--- src/rtl/ticket_pool.sv ---
// ticket_pool -- ordered ticket allocator with out-of-order retirement.
//
// Hands out wrap-around ticket ids in increasing order. It remembers which outstanding
// tickets have completed, and releases them strictly in issue order, one per cycle.
// Allocation stalls while MAX_OUTSTANDING tickets are in flight.
//
// Optional feature: define TICKET_POOL_RETIRE_ERR_EN to add the sticky retireErr output.
// In that build every ignored (invalid) retire is also reported in simulation.
//
// Ports:
//   CLK, RST             clock (rising edge); asynchronous active-high reset
//   getTicket            id the next allocation will receive
//   getTicket__RDY       same as allocateTicket__RDY
//   allocateTicket__ENA  consume getTicket this cycle
//   allocateTicket__RDY  high while fewer than MAX_OUTSTANDING tickets are in flight
//   retireTicket__ENA    mark retireTicket_id as completed
//   retireTicket_id      id being retired
//   retireTicket__RDY    always 1
//   oldestTicket         head id (oldest unreleased; equals getTicket when empty)
//   outstanding          in-flight ticket count
//   empty                outstanding == 0
//   releaseTicket__ENA   registered one-cycle pulse per released head ticket
//   releaseTicket_id     id released with the pulse
//   retireErr            (TICKET_POOL_RETIRE_ERR_EN only) sticky invalid-retire flag

module ticket_pool #(
  parameter int unsigned TICKET_WIDTH    = 4,
  parameter int unsigned MAX_OUTSTANDING = 2 ** TICKET_WIDTH
) (
  input  logic                    CLK,
  input  logic                    RST,
  output logic [TICKET_WIDTH-1:0] getTicket,
  output logic                    getTicket__RDY,
  input  logic                    allocateTicket__ENA,
  output logic                    allocateTicket__RDY,
  input  logic                    retireTicket__ENA,
  input  logic [TICKET_WIDTH-1:0] retireTicket_id,
  output logic                    retireTicket__RDY,
  output logic [TICKET_WIDTH-1:0] oldestTicket,
  output logic [TICKET_WIDTH:0]   outstanding,
  output logic                    empty,
  output logic                    releaseTicket__ENA,
  output logic [TICKET_WIDTH-1:0] releaseTicket_id
`ifdef TICKET_POOL_RETIRE_ERR_EN
  ,
  output logic                    retireErr
`endif
);

  localparam int unsigned NumIds = 2 ** TICKET_WIDTH;

  localparam logic [TICKET_WIDTH:0]   MaxCount = (TICKET_WIDTH + 1)'(MAX_OUTSTANDING);
  localparam logic [TICKET_WIDTH:0]   CountOne = (TICKET_WIDTH + 1)'(1);
  localparam logic [TICKET_WIDTH-1:0] IdOne    = TICKET_WIDTH'(1);

  // State.
  logic [TICKET_WIDTH-1:0] nextIdQ, nextIdD;
  logic [TICKET_WIDTH-1:0] headIdQ, headIdD;
  logic [TICKET_WIDTH:0]   countQ, countD;
  logic [NumIds-1:0]       doneQ, doneD;
  logic                    releaseEnaQ, releaseEnaD;
  logic [TICKET_WIDTH-1:0] releaseIdQ, releaseIdD;

  // Decoded per-cycle events.
  logic                    allocRdy;
  logic                    allocFire;
  logic [TICKET_WIDTH-1:0] retireOffset;
  logic                    retireInWindow;
  logic                    retireValid;
  logic                    releaseFire;

  always_comb begin
    // RDY looks at the registered count only, so a release this cycle does not
    // reopen allocation until the next cycle.
    allocRdy  = countQ < MaxCount;
    allocFire = allocateTicket__ENA && allocRdy;

    // Distance from head, modulo the id space. An id is outstanding exactly when
    // that distance is below the in-flight count; with count == 0 nothing qualifies.
    retireOffset   = retireTicket_id - headIdQ;
    retireInWindow = {1'b0, retireOffset} < countQ;
    retireValid    = retireTicket__ENA && retireInWindow && !doneQ[retireTicket_id];

    // The head may leave either because it was completed earlier or because it is
    // being retired right now.
    releaseFire = (countQ != '0) &&
                  (doneQ[headIdQ] || (retireValid && (retireTicket_id == headIdQ)));
  end

  always_comb begin
    doneD = doneQ;
    if (retireValid) begin
      doneD[retireTicket_id] = 1'b1;
    end
    // Clearing after the set handles a same-cycle retire-and-release of the head.
    if (releaseFire) begin
      doneD[headIdQ] = 1'b0;
    end
    // The slot being issued is never outstanding, so this cannot collide with the
    // retire above; it guarantees a fresh ticket starts not-done.
    if (allocFire) begin
      doneD[nextIdQ] = 1'b0;
    end

    nextIdD = allocFire ? nextIdQ + IdOne : nextIdQ;
    headIdD = releaseFire ? headIdQ + IdOne : headIdQ;

    unique case ({allocFire, releaseFire})
      2'b10:   countD = countQ + CountOne;
      2'b01:   countD = countQ - CountOne;
      default: countD = countQ;
    endcase

    releaseEnaD = releaseFire;
    releaseIdD  = releaseFire ? headIdQ : releaseIdQ;
  end

  always_ff @(posedge CLK or posedge RST) begin
    if (RST) begin
      nextIdQ     <= '0;
      headIdQ     <= '0;
      countQ      <= '0;
      doneQ       <= '0;
      releaseEnaQ <= 1'b0;
      releaseIdQ  <= '0;
    end else begin
      nextIdQ     <= nextIdD;
      headIdQ     <= headIdD;
      countQ      <= countD;
      doneQ       <= doneD;
      releaseEnaQ <= releaseEnaD;
      releaseIdQ  <= releaseIdD;
    end
  end

  assign getTicket          = nextIdQ;
  assign allocateTicket__RDY = allocRdy;
  assign getTicket__RDY     = allocRdy;
  assign retireTicket__RDY  = 1'b1;
  assign oldestTicket       = headIdQ;
  assign outstanding        = countQ;
  assign empty              = (countQ == '0);
  assign releaseTicket__ENA = releaseEnaQ;
  assign releaseTicket_id   = releaseIdQ;

`ifdef TICKET_POOL_RETIRE_ERR_EN
  logic retireErrQ;
  logic retireBad;

  assign retireBad = retireTicket__ENA && !retireValid;

  always_ff @(posedge CLK or posedge RST) begin
    if (RST) begin
      retireErrQ <= 1'b0;
    end else if (retireBad) begin
      retireErrQ <= 1'b1;
    end
  end

`ifndef SYNTHESIS
  always_ff @(posedge CLK) begin
    if (!RST && retireBad) begin
      $display("ticket_pool: ignored retire id=%0d head=%0d count=%0d",
               retireTicket_id, headIdQ, countQ);
    end
  end
`endif

  assign retireErr = retireErrQ;
`endif

endmodule

--- config.mk ---
export PLATFORM = sky130hd
export DESIGN_NAME = ticket_pool
export DESIGN_NICKNAME = d
export VERILOG_FILES = /design/src/rtl/ticket_pool.sv
export SDC_FILE = /design/constraint.sdc
export NUM_CORES = 1
export LEC_CHECK = 0
export CAP_MARGIN = 20
export CORE_AREA = 2 2 82 64
export DETAILED_ROUTE_END_ITERATION = 12
export DIE_AREA = 0 0 84 66
export MAX_ROUTING_LAYER = met4
export PLACE_DENSITY = 0.75
export SLEW_MARGIN = 20
export SYNTH_ARGS = -nofsm -noshare
export SYNTH_HDL_FRONTEND = slang
export SYNTH_SLANG_ARGS = --single-unit
--- constraint.sdc ---
create_clock -name CLK -period 4 [get_ports CLK]
set_input_delay 0.6 -clock CLK [delete_from_list [all_inputs] [get_ports CLK]]
set_output_delay 0.6 -clock CLK [all_outputs]
set_load 0.02 [all_outputs]
Word-level counts from Yosys, hierarchy flattened
Cells that the tools add are included.

word-level totals
  word-level logic and storage cells = 54
  input port bits = 8
  flip-flop bits (word level) = 34

operators by class
  $add $sub $neg = 5
  magnitude comparators = 8
  eq/ne operators = 3
  mux-type cells = 14
  bitwise operators = 5
  reductions and logical operators = 13

operators by type and width
  cell                   count
  $mux W16               3
  $and A16 B16 Y16       2
  $not A16 Y16           2
  $or A16 B16 Y16        1
  $lt A4 B5 Y1 const B   3
  $demux W1 S4           3
  $ge A4 B1 Y1 const B   3
  $pmux W5 S2            1
  $add A4 B1 Y4 const B  2
  $bmux W1 S4            2
  $logic_and A1 B1 Y1    8
  $add A5 B1 Y5 const B  1
  $logic_not A5 Y1       1
  $lt A4 B5 Y1           1
  $lt A5 B5 Y1 const B   1
  $mux W1                5
  $reduce_bool A5 Y1     1
  $sub A5 B1 Y5 const B  1
  $eq A4 B4 Y1           1
  $sub A4 B4 Y4          1
  $eq A2 B1 Y1 const B   1
  $eq A2 B2 Y1 const B   1
  $reduce_bool A2 Y1     1
  $logic_not A1 Y1       1
  $logic_or A1 B1 Y1     1

Longest topological paths before layout
Gate-level depths: netlist of the first run.

  depth after elaboration = 10
  depth in mapped cells = 22
  gate-level depth less buffers = 20

Worst setup path before layout of the first run
OpenSTA, ideal clock, no wires.

  kind = input port to flip-flop
  from = in retireTicket_id[0]
  to = reg countQ[4] (netlist: outstanding[4])
  data required time = 3.870 ns
  path slack = -0.378 ns
  path buffers = 2
  cell stages on the path = 21
  data arrival time = 4.248 ns
  library setup time = 0.130 ns
  cell sequence = inv_1 ha_1 inv_1 fa_1 xor2_1 ha_1 or2_2 o311ai_0 o2111ai_1 a21oi_2 buf_6 ha_1 clkbuf_1 xor2_1 ha_1 inv_1 o21ai_0 o21ai_0 a221oi_1 nor2_1 xnor2_1

between the ends
  longest elaborated chain between the ends = 9
  elaborated cells on any way between the ends = 15
  those cells by class = add/sub: 1; order compare: 1; eq/ne: 3; mux: 3; reduce/logical: 7

RTL lines
  what                                                     line    text
  start: declaration                                       37      input logic [TICKET_WIDTH-1:0] retireTicket_id,
  $sub A4 B4 Y4 or $bmux W1 S4 (tied branches)             80, 82
  $lt A4 B5 Y1 or $mux W1 (tied branches)                  81, 82
  $logic_and A1 B1 Y1 or $logic_not A1 Y1 (tied branches)  82      retireValid = retireTicket__ENA && retireInWindow && !doneQ[retireTicket_id];
  $logic_and A1 B1 Y1                                      82
  $logic_and A1 B1 Y1 (*)                                  87      (doneQ[headIdQ] || (retireValid && (retireTicket_id == headIdQ)));
  $logic_or A1 B1 Y1 (*)                                   87
  $logic_and A1 B1 Y1 (*)                                  86      releaseFire = (countQ != '0) &&
  via releaseEnaD                                          61      logic releaseEnaQ, releaseEnaD;
  $eq A2 B1 Y1 or $eq A2 B2 Y1 (tied branches)             108     unique case ({allocFire, releaseFire})
  $pmux W5 S2 or $reduce_bool A2 Y1 (tied branches)        -
  end signal: assignment                                   129     countQ <= countD;
  end: declaration                                         59      logic [TICKET_WIDTH:0] countQ, countD;

The timed path passes the listed nets; every way through them passes the cells marked *. The select of a mux whose other input is x is not followed.
A chain may end at the register's enable or synchronous reset.

Worst setup path in the final report of the first run
  from = in retireTicket_id[0]
  to = reg countQ[4] (netlist: outstanding[4])

between the ends
  longest elaborated chain between the ends = 9
  elaborated cells on any way between the ends = 15
  those cells by class = add/sub: 1; order compare: 1; eq/ne: 3; mux: 3; reduce/logical: 7

RTL lines
  what                                                     line
  $sub A4 B4 Y4 or $bmux W1 S4 (tied branches)             80, 82
  $lt A4 B5 Y1 or $mux W1 (tied branches)                  81, 82
  $logic_and A1 B1 Y1 or $logic_not A1 Y1 (tied branches)  82
  $logic_and A1 B1 Y1                                      82
  $logic_and A1 B1 Y1 (*)                                  87
  $logic_or A1 B1 Y1 (*)                                   87
  $logic_and A1 B1 Y1 (*)                                  86
  $eq A2 B1 Y1 or $eq A2 B2 Y1 (tied branches)             108
  $pmux W5 S2 or $reduce_bool A2 Y1 (tied branches)        -

Every way passes the cells marked *; elsewhere a longest branch is shown, timed or not. The select of a mux whose other input is x is not followed.

==> impl_metrics.py, run 1 <==
metrics = {
    "floorplanning": {
        "io_pins": 30,
        "core-area_sq_um": 4760,
        "rows": 22,
        "fp.dieW_um": 84,
        "die_y_um": 66,
        "start_util_pct": 48.5,
        "dieArea_sq_um": 5540,
    },
    "sta": {
        "rsz0062_at_grt": "no",
        "drv_slew": 0,
        "worst_slew_pin_slew_ns": 0.944,
        "max_slew_margin_pct": 36.7,
        "finalHoldViolations": 0,
        "post-route-period-util_pct": 95.2,
        "setup_viol": 0,
        "period_minus_slack_ns": 3.81,
        "holdWs_ns": 0.510,
        "tns_ns": 0,
        "fmax_ghz": 0.263,
        "finalClockSkew_ns": 0.00966,
    },
    "drt": {
        "drtAntennaViolNets": 0,
        "drt_wl_total_um": 6120,
        "first_pass_iters": 5,
        "via_per_inst": 6.03,
        "drcViolationCount": 0,
        "via_count": 2031,
        "routedWlPerCell_um": 18.2,
        "dr.first_iter.drc_count": 349,
    },
    "global_route": {
        "overflow": 0,
        "grt_pass1_vias": 2005,
        "grt_use_met2_pct": 33.0,
        "use_met3_pct": 8.99,
        "grt_usage_pct": 23.7,
        "antenna_found_initial": 0,
        "grt_max_degree": 26,
        "met1_usage_pct": 32.6,
        "grt_pass1_wl_um": 9900,
        "gr-max-usage-layer": "met2",
    },
    "clock_tree": {
        "cts.sinks": 34,
        "cts_hold_buf": 0,
        "path_clk_slew_ns": 0.08,
        "cts_root_buf": "clkbuf_8",
        "clk-insertion-delay-late_ns": 0.30,
        "h-tree-depth": 2,
        "cts_tree": "done",
        "cts_buffer_depth": 2,
        "cts_buffers": 5,
    },
    "logic_synthesis": {
        "async_flop_share_pct": 100,
        "synth-compound-area-share_pct": 19.2,
        "synth_fp_nets": 256,
        "synthTopCellsByCount": "34 x dfrtp_1, 19 x inv_1, 17 x ha_1",
        "synth.area.top_cells": "dfrtp_1 37%, ha_1 9.2%, xnor2_1 4.2%",
        "yosysWarnings": 0,
        "syn_area_per_cell_sq_um": 10.0,
        "yosysMostFrequentCell": "dfrtp_1",
        "ys_types": 46,
        "syn_inst": 230,
        "synth-edff-count": 0,
        "synth_area_leader_cell": "dfrtp_1",
        "synth-xor-area-share_pct": 5.69,
        "synthSimpleGateAreaFrac_pct": 12.0,
        "ys.flop_type": "dfrtp_1",
        "synth_adder_area_share_pct": 10.1,
        "syn_area_sq_um": 2310,
        "synth_top_family_by_area": "compound AO/OA/AOI/OAI gates",
        "ys_seq_area_share_pct": 36.9,
        "synth.top_cell.area_share_pct": 36.9,
        "synthMuxAreaShare_pct": 10.3,
        "synth_seq_cells": 34,
    },
    "power": {
        "fin_total_pwr_uw": 2960,
        "pwr-share-comb_pct": 66.2,
        "p_int_uw": 1600,
        "swShare_pct": 46.0,
        "power_density_nw_per_um2": 1000,
        "clockPowerShare_pct": 9.4,
        "ir_drop_v": 0.000657,
        "p_switching_uw": 1360,
        "p_leak_uw": 0.00128,
        "p_seq_share_pct": 24.4,
    },
    "worst_setup_path": {
        "crit_top_cell": "ha_4",
        "cp.required_ns": 4.19,
        "cp_top_family": "compound AO/OA/AOI/OAI gates",
        "end_kind": "register",
        "path_cells": "dlygate4sd2_1 -> buf_6 -> inv_16 -> ha_4 -> inv_2 -> fa_2 -> ha_4 -> a21boi_2 -> o311ai_2 -> o2111ai_2 -> a21oi_4 -> ha_4 -> xor2_1 -> ha_2 -> inv_1 -> o21ai_1 -> o21ai_1 -> a221oi_1 -> nor2_1 -> xnor2_1",
        "slowest_delay_ns": 0.54,
        "critPathBufInv": 5,
        "start_kind": "input port",
        "crit_fanout": 3,
        "reg2reg_setup_slack_ns": 0.38,
        "cp_slowest_cell": "fa_2",
        "arrival_ns": 4.00,
        "worstSetupPathType": "in -> reg",
    },
    "place": {
        "portBuffers": 28,
        "dpl.hpwl_um": 4560,
        "gp_congestion": 0.970,
    },
    "min_path": {
        "hp-class": "reg -> reg",
    },
    "layout": {
        "drive_gt1_share_pct": 19.9,
        "area_growth_syn_to_layout_pct": 27.7,
        "antenna_cells": 0,
        "nets": 302,
        "post-route-util_pct": 61.9,
    },
    "status": {
        "status": "finished clean",
    },
    "job": {
        "maxCapViolations": 0,
    },
}
==> registers in the layout, indices dropped and copies added (netlist names) <==
name and cells:
getTicket 4, doneQ 16, oldestTicket 4, releaseTicket_id 4, releaseTicket__ENA 1, outstanding 5
==> final cells by class <==
type                    count  area [sq um]
clock buffers               6          82.6
clock inverters             2          12.5
fillers                   412          1810
inverters                  19          87.6
multi-input cells         167          1390
flip-flops and latches     34           853
well taps                  60          75.1
repair buffers             49           443
==> worst register-to-register path: cells and delay by family (launching register included) <==
kind / cells / cell delay (ns)
adders and majority gates: 4 / 0.88
xor gates and xnor gates: 3 / 0.41
and+or+nand+nor: 2 / 0.25
buffers and inverters: 2 / 0.23
AOI/OAI and AO/OA: 8 / 1.34
DFF: 1 / 0.41
==> timing repair <==
item,4_1_cts,5_1_grt
pin swaps,9,2
gates resized for setup,3,1
setup buffers,1,1
endpoints found under the setup margin,2,2
==> metrics by stage <==
stage | area (sq um) | instances | setup WS, ns
after CTS | 2940 | 336 | 0.116
final | 2950 | 337 | 0.194
after detailed placement | 2820 | 327 | -0.482
after floorplan | 2390 | 230 | -0.0557
after global routing | 2950 | 337 | 0.0297
after global placement | 2820 | 327 | -0.369
==> placed cells by master (no fill, tap or decap), drive strengths merged, types with 2 or more instances in the layout <==
cell type	netlist	layout
mux2i	8	8
xor2	4	4
a21oi	11	11
and2	2	2
clkdlybuf4s50	0	26
o21ai	5	5
a311oi	3	3
clkinv	0	2
mux4	4	4
buf	7	21
mux2	6	6
nor2b	4	4
a22oi	2	2
nor2	12	12
clkbuf	3	6
dfrtp	34	34
ha	17	17
nand3	6	6
a21boi	2	2
a31oi	13	13
and3	10	10
a221oi	4	4
a21o	4	4
xnor2	11	11
or2	2	2
a211oi	7	7
inv	19	18
o22ai	5	5
nor3	4	4
nand2	7	7
==> layer usage <==
| metal | vias up | part of all wire, % |
|---|---|---|
| li1 | 937 | - |
| met1 | 977 | 46 |
| met2 | 103 | 41 |
| met4 | 0 | 1.9 |
| met5 | - | 0 |
| met3 | 14 | 11 |
==> power by group through the flow <==
| stage | Sequential [uW] | Combinational [uW] | Clock, uW |
|---|---|---|---|
| after global routing | 746 | 2130 | 292 |
| after floorplan | 790 | 1260 | 0 |
| final | 723 | 1960 | 277 |
| after global placement | 716 | 1880 | 0 |
| after detailed placement | 719 | 1920 | 0 |
| after CTS | 716 | 1940 | 277 |
==> final timing paths <==
| check | startpoint | to | depth (start not counted) |
|---|---|---|---|
| worst min register to register | releaseTicket_id[3] | releaseTicket_id[3] | 1 |
| min in group asynchronous | RST | outstanding[1] | 2 |
| max in group asynchronous | RST | getTicket[0] | 3 |
| worst min-delay path | releaseTicket_id[3] | releaseTicket_id[3] | 1 |
| worst max register to register | oldestTicket[1] | outstanding[4] | 19 |
| worst max-delay path | retireTicket_id[0] | outstanding[4] | 20 |
==> kinds of logic (layout without fill, tap and decap cells) <==
kind of cell,Yosys count,after routing
AO/OA/AOI/OAI,62,62
AND/OR/NAND/NOR,53,53
flip-flops,34,34
buffers and inverters,29,76
adder cells (fa/ha/maj),18,18
multiplexers,18,18
XOR/XNOR,15,15
other,1,1
Power figures use the tool's default switching activity.
==> run 2, diff against run 1 <==
--- a/config.mk
+++ b/config.mk
@@ -6,11 +6,13 @@
 export NUM_CORES = 1
 export LEC_CHECK = 0
 export CAP_MARGIN = 20
-export CORE_AREA = 2 2 82 64
+export CELL_PAD_IN_SITES_DETAIL_PLACEMENT = 2
+export CELL_PAD_IN_SITES_GLOBAL_PLACEMENT = 2
+export CORE_AREA = 2 2 102 79
 export DETAILED_ROUTE_END_ITERATION = 12
-export DIE_AREA = 0 0 84 66
+export DIE_AREA = 0 0 104 81
 export MAX_ROUTING_LAYER = met4
-export PLACE_DENSITY = 0.75
+export PLACE_DENSITY_LB_ADDON = 0.1
 export SLEW_MARGIN = 20
 export SYNTH_ARGS = -nofsm -noshare
 export SYNTH_HDL_FRONTEND = slang
==> impl_metrics.py, run 2 (synthesis results as in run 1) <==
metrics = {
    "status": {
        "status": "finished clean",
    },
    "sta": {
        "setup_viol": 0,
        "finalClockSkew_ns": 0.00695,
        "worst_slew_pin_slew_ns": 0.867,
        "fmax_ghz": 0.264,
        "max_slew_margin_pct": 41.7,
        "finalHoldViolations": 0,
        "rsz0062_at_grt": "no",
        "drv_slew": 0,
        "period_minus_slack_ns": 3.79,
        "post-route-period-util_pct": 94.7,
        "tns_ns": 0,
    },
    "clock_tree": {
        "cts_root_buf": "clkbuf_8",
        "path_clk_slew_ns": 0.07,
        "clk-insertion-delay-late_ns": 0.29,
        "h-tree-depth": 2,
        "cts_buffer_depth": 2,
        "cts.sinks": 34,
        "cts_tree": "done",
        "cts_buffers": 5,
    },
    "power": {
        "p_int_uw": 1720,
        "p_leak_uw": 0.00132,
        "swShare_pct": 47.1,
        "clockPowerShare_pct": 8.3,
        "pwr-share-comb_pct": 69.3,
        "ir_drop_v": 0.000395,
        "p_seq_share_pct": 22.4,
        "power_density_nw_per_um2": 1050,
        "p_switching_uw": 1530,
        "fin_total_pwr_uw": 3250,
    },
    "layout": {
        "final_common_cell": "dfrtp_1",
        "antenna_cells": 0,
        "area_growth_syn_to_layout_pct": 33.8,
        "largest-register": "doneQ",
        "drive_gt1_share_pct": 23.4,
        "largest_reg_flops": 16,
        "layout_common_cells": "32 x dfrtp_1, 26 x clkdlybuf4s50_1, 24 x buf_4, 16 x inv_1, 13 x a31oi_1",
        "nets": 307,
    },
    "drt": {
        "drcViolationCount": 0,
        "dr.first_iter.drc_count": 135,
        "first_pass_iters": 4,
        "routedWlPerCell_um": 20.9,
        "drt_wl_total_um": 8090,
        "drtAntennaViolNets": 0,
        "via_count": 2035,
        "via_per_inst": 5.26,
    },
    "min_path": {
        "hold_depth": 1,
        "worstHoldStart": "releaseTicket_id[2]",
        "hp-class": "reg -> reg",
        "holdPathEnd": "releaseTicket_id[2]",
    },
    "worst_setup_path": {
        "crit_fanout": 4,
        "rr_startpoint": "oldestTicket[2]",
        "worstSetupPathType": "in -> reg",
        "slowest_delay_ns": 0.44,
        "end_kind": "register",
        "arrival_ns": 3.97,
        "rr_endpoint": "outstanding[4]",
        "worst-r2r-cell-count": 17,
        "path_cells": "clkdlybuf4s50_1 -> ha_1 -> xor2_2 -> ha_2 -> buf_6 -> o311ai_4 -> o2111ai_4 -> a21oi_4 -> ha_4 -> xor2_1 -> ha_2 -> inv_2 -> o21ai_2 -> o21ai_1 -> a221oi_1 -> nor2_1 -> xnor2_1",
        "reg2reg_setup_slack_ns": 0.29,
        "cp.required_ns": 4.18,
        "start_kind": "input port",
        "cp_slowest_cell": "clkdlybuf4s50_1",
        "crit_top_cell": "ha_2",
    },
    "floorplanning": {
        "dieArea_sq_um": 8420,
        "die_y_um": 81,
        "start_util_pct": 30.5,
        "fp.dieW_um": 104,
        "rows": 28,
        "io_pins": 30,
        "core-area_sq_um": 7570,
    },
    "place": {
        "dpl.hpwl_um": 6250,
        "portBuffers": 28,
        "gp_congestion": 0.844,
    },
    "global_route": {
        "grt_pass1_vias": 2163,
        "grt_pass1_wl_um": 12600,
        "grt_usage_pct": 20.3,
        "grt_max_degree": 20,
        "overflow": 0,
        "antenna_found_initial": 0,
    },
    "job": {
        "maxCapViolations": 0,
    },
}
-- run 2: critical path, delay by kind of cell --
family	cells	cell delay, ns
xor gates and xnor gates	3	0.50
and+or+nand+nor	1	0.09
AOI/OAI and AO/OA	6	1.20
adders and majority gates	4	0.98
buffers and inverters	3	0.60
-- run 2: layer usage --
metal  wire [um]  vias up  GRT usage [%]
met1        4330     1048           31.0
met2        3460       37           27.7
met5           0        -              -
met4          49        0           4.05
li1            -      946              -
met3         251        4           3.53
-- run 2: cell type report --
cell class / count / area, sq um
Timing Repair Buffer: 54 / 480
Clock inverter: 1 / 5.00
Clock buffer: 7 / 86.3
Inverter: 19 / 87.6
Tap cell: 105 / 131
Multi-Input combinational cell: 167 / 1450
Sequential cell: 34 / 853
Fill cell: 826 / 4480
-- run 2: how the worst max path moves through the flow --
stage,start,to,slack (ns),depth (start not counted)
after floorplan,retireTicket_id[0],outstanding[4],-0.06,20
after global placement,retireTicket_id[0],outstanding[4],-0.40,20
after detailed placement,retireTicket_id[0],outstanding[4],-0.57,20
after CTS,retireTicket_id[1],outstanding[4],0.01,19
after global routing,retireTicket_id[2],outstanding[4],0.03,17
final,retireTicket_id[2],outstanding[4],0.21,17
-- run 2: repair_timing --
action                                  CTS  global route
buffers inserted                          2             0
endpoints found under the setup margin    3             3
gates cloned                              0             0
pin swaps                                10             9
hold buffers                              0             0
gates resized for setup                   4            13
-- run 2: power groups by stage --
stage	clock, uW	combinational [uW]	sequential (uW)
final	270	2250	727
after global routing	295	2440	754
after CTS	278	2140	721
after detailed placement	0	2080	728
after global placement	0	2040	720
after floorplan	0	1260	790
-- run 2: stage by stage --
stage / setup slack (ns) / utilization [%] / instances / area [sq um] / hold WS (ns)
detailed placement: -0.575 / 38.5 / 377 / 2910 / 0.500
finish: 0.210 / 40.8 / 387 / 3090 / 0.513
floorplan: -0.0557 / - / 230 / 2390 / 0.550
global placement: -0.397 / 38.5 / 377 / 2910 / 0.494
global route: 0.0301 / 40.8 / 387 / 3090 / 0.537
CTS: 0.0122 / 40.2 / 387 / 3040 / 0.520
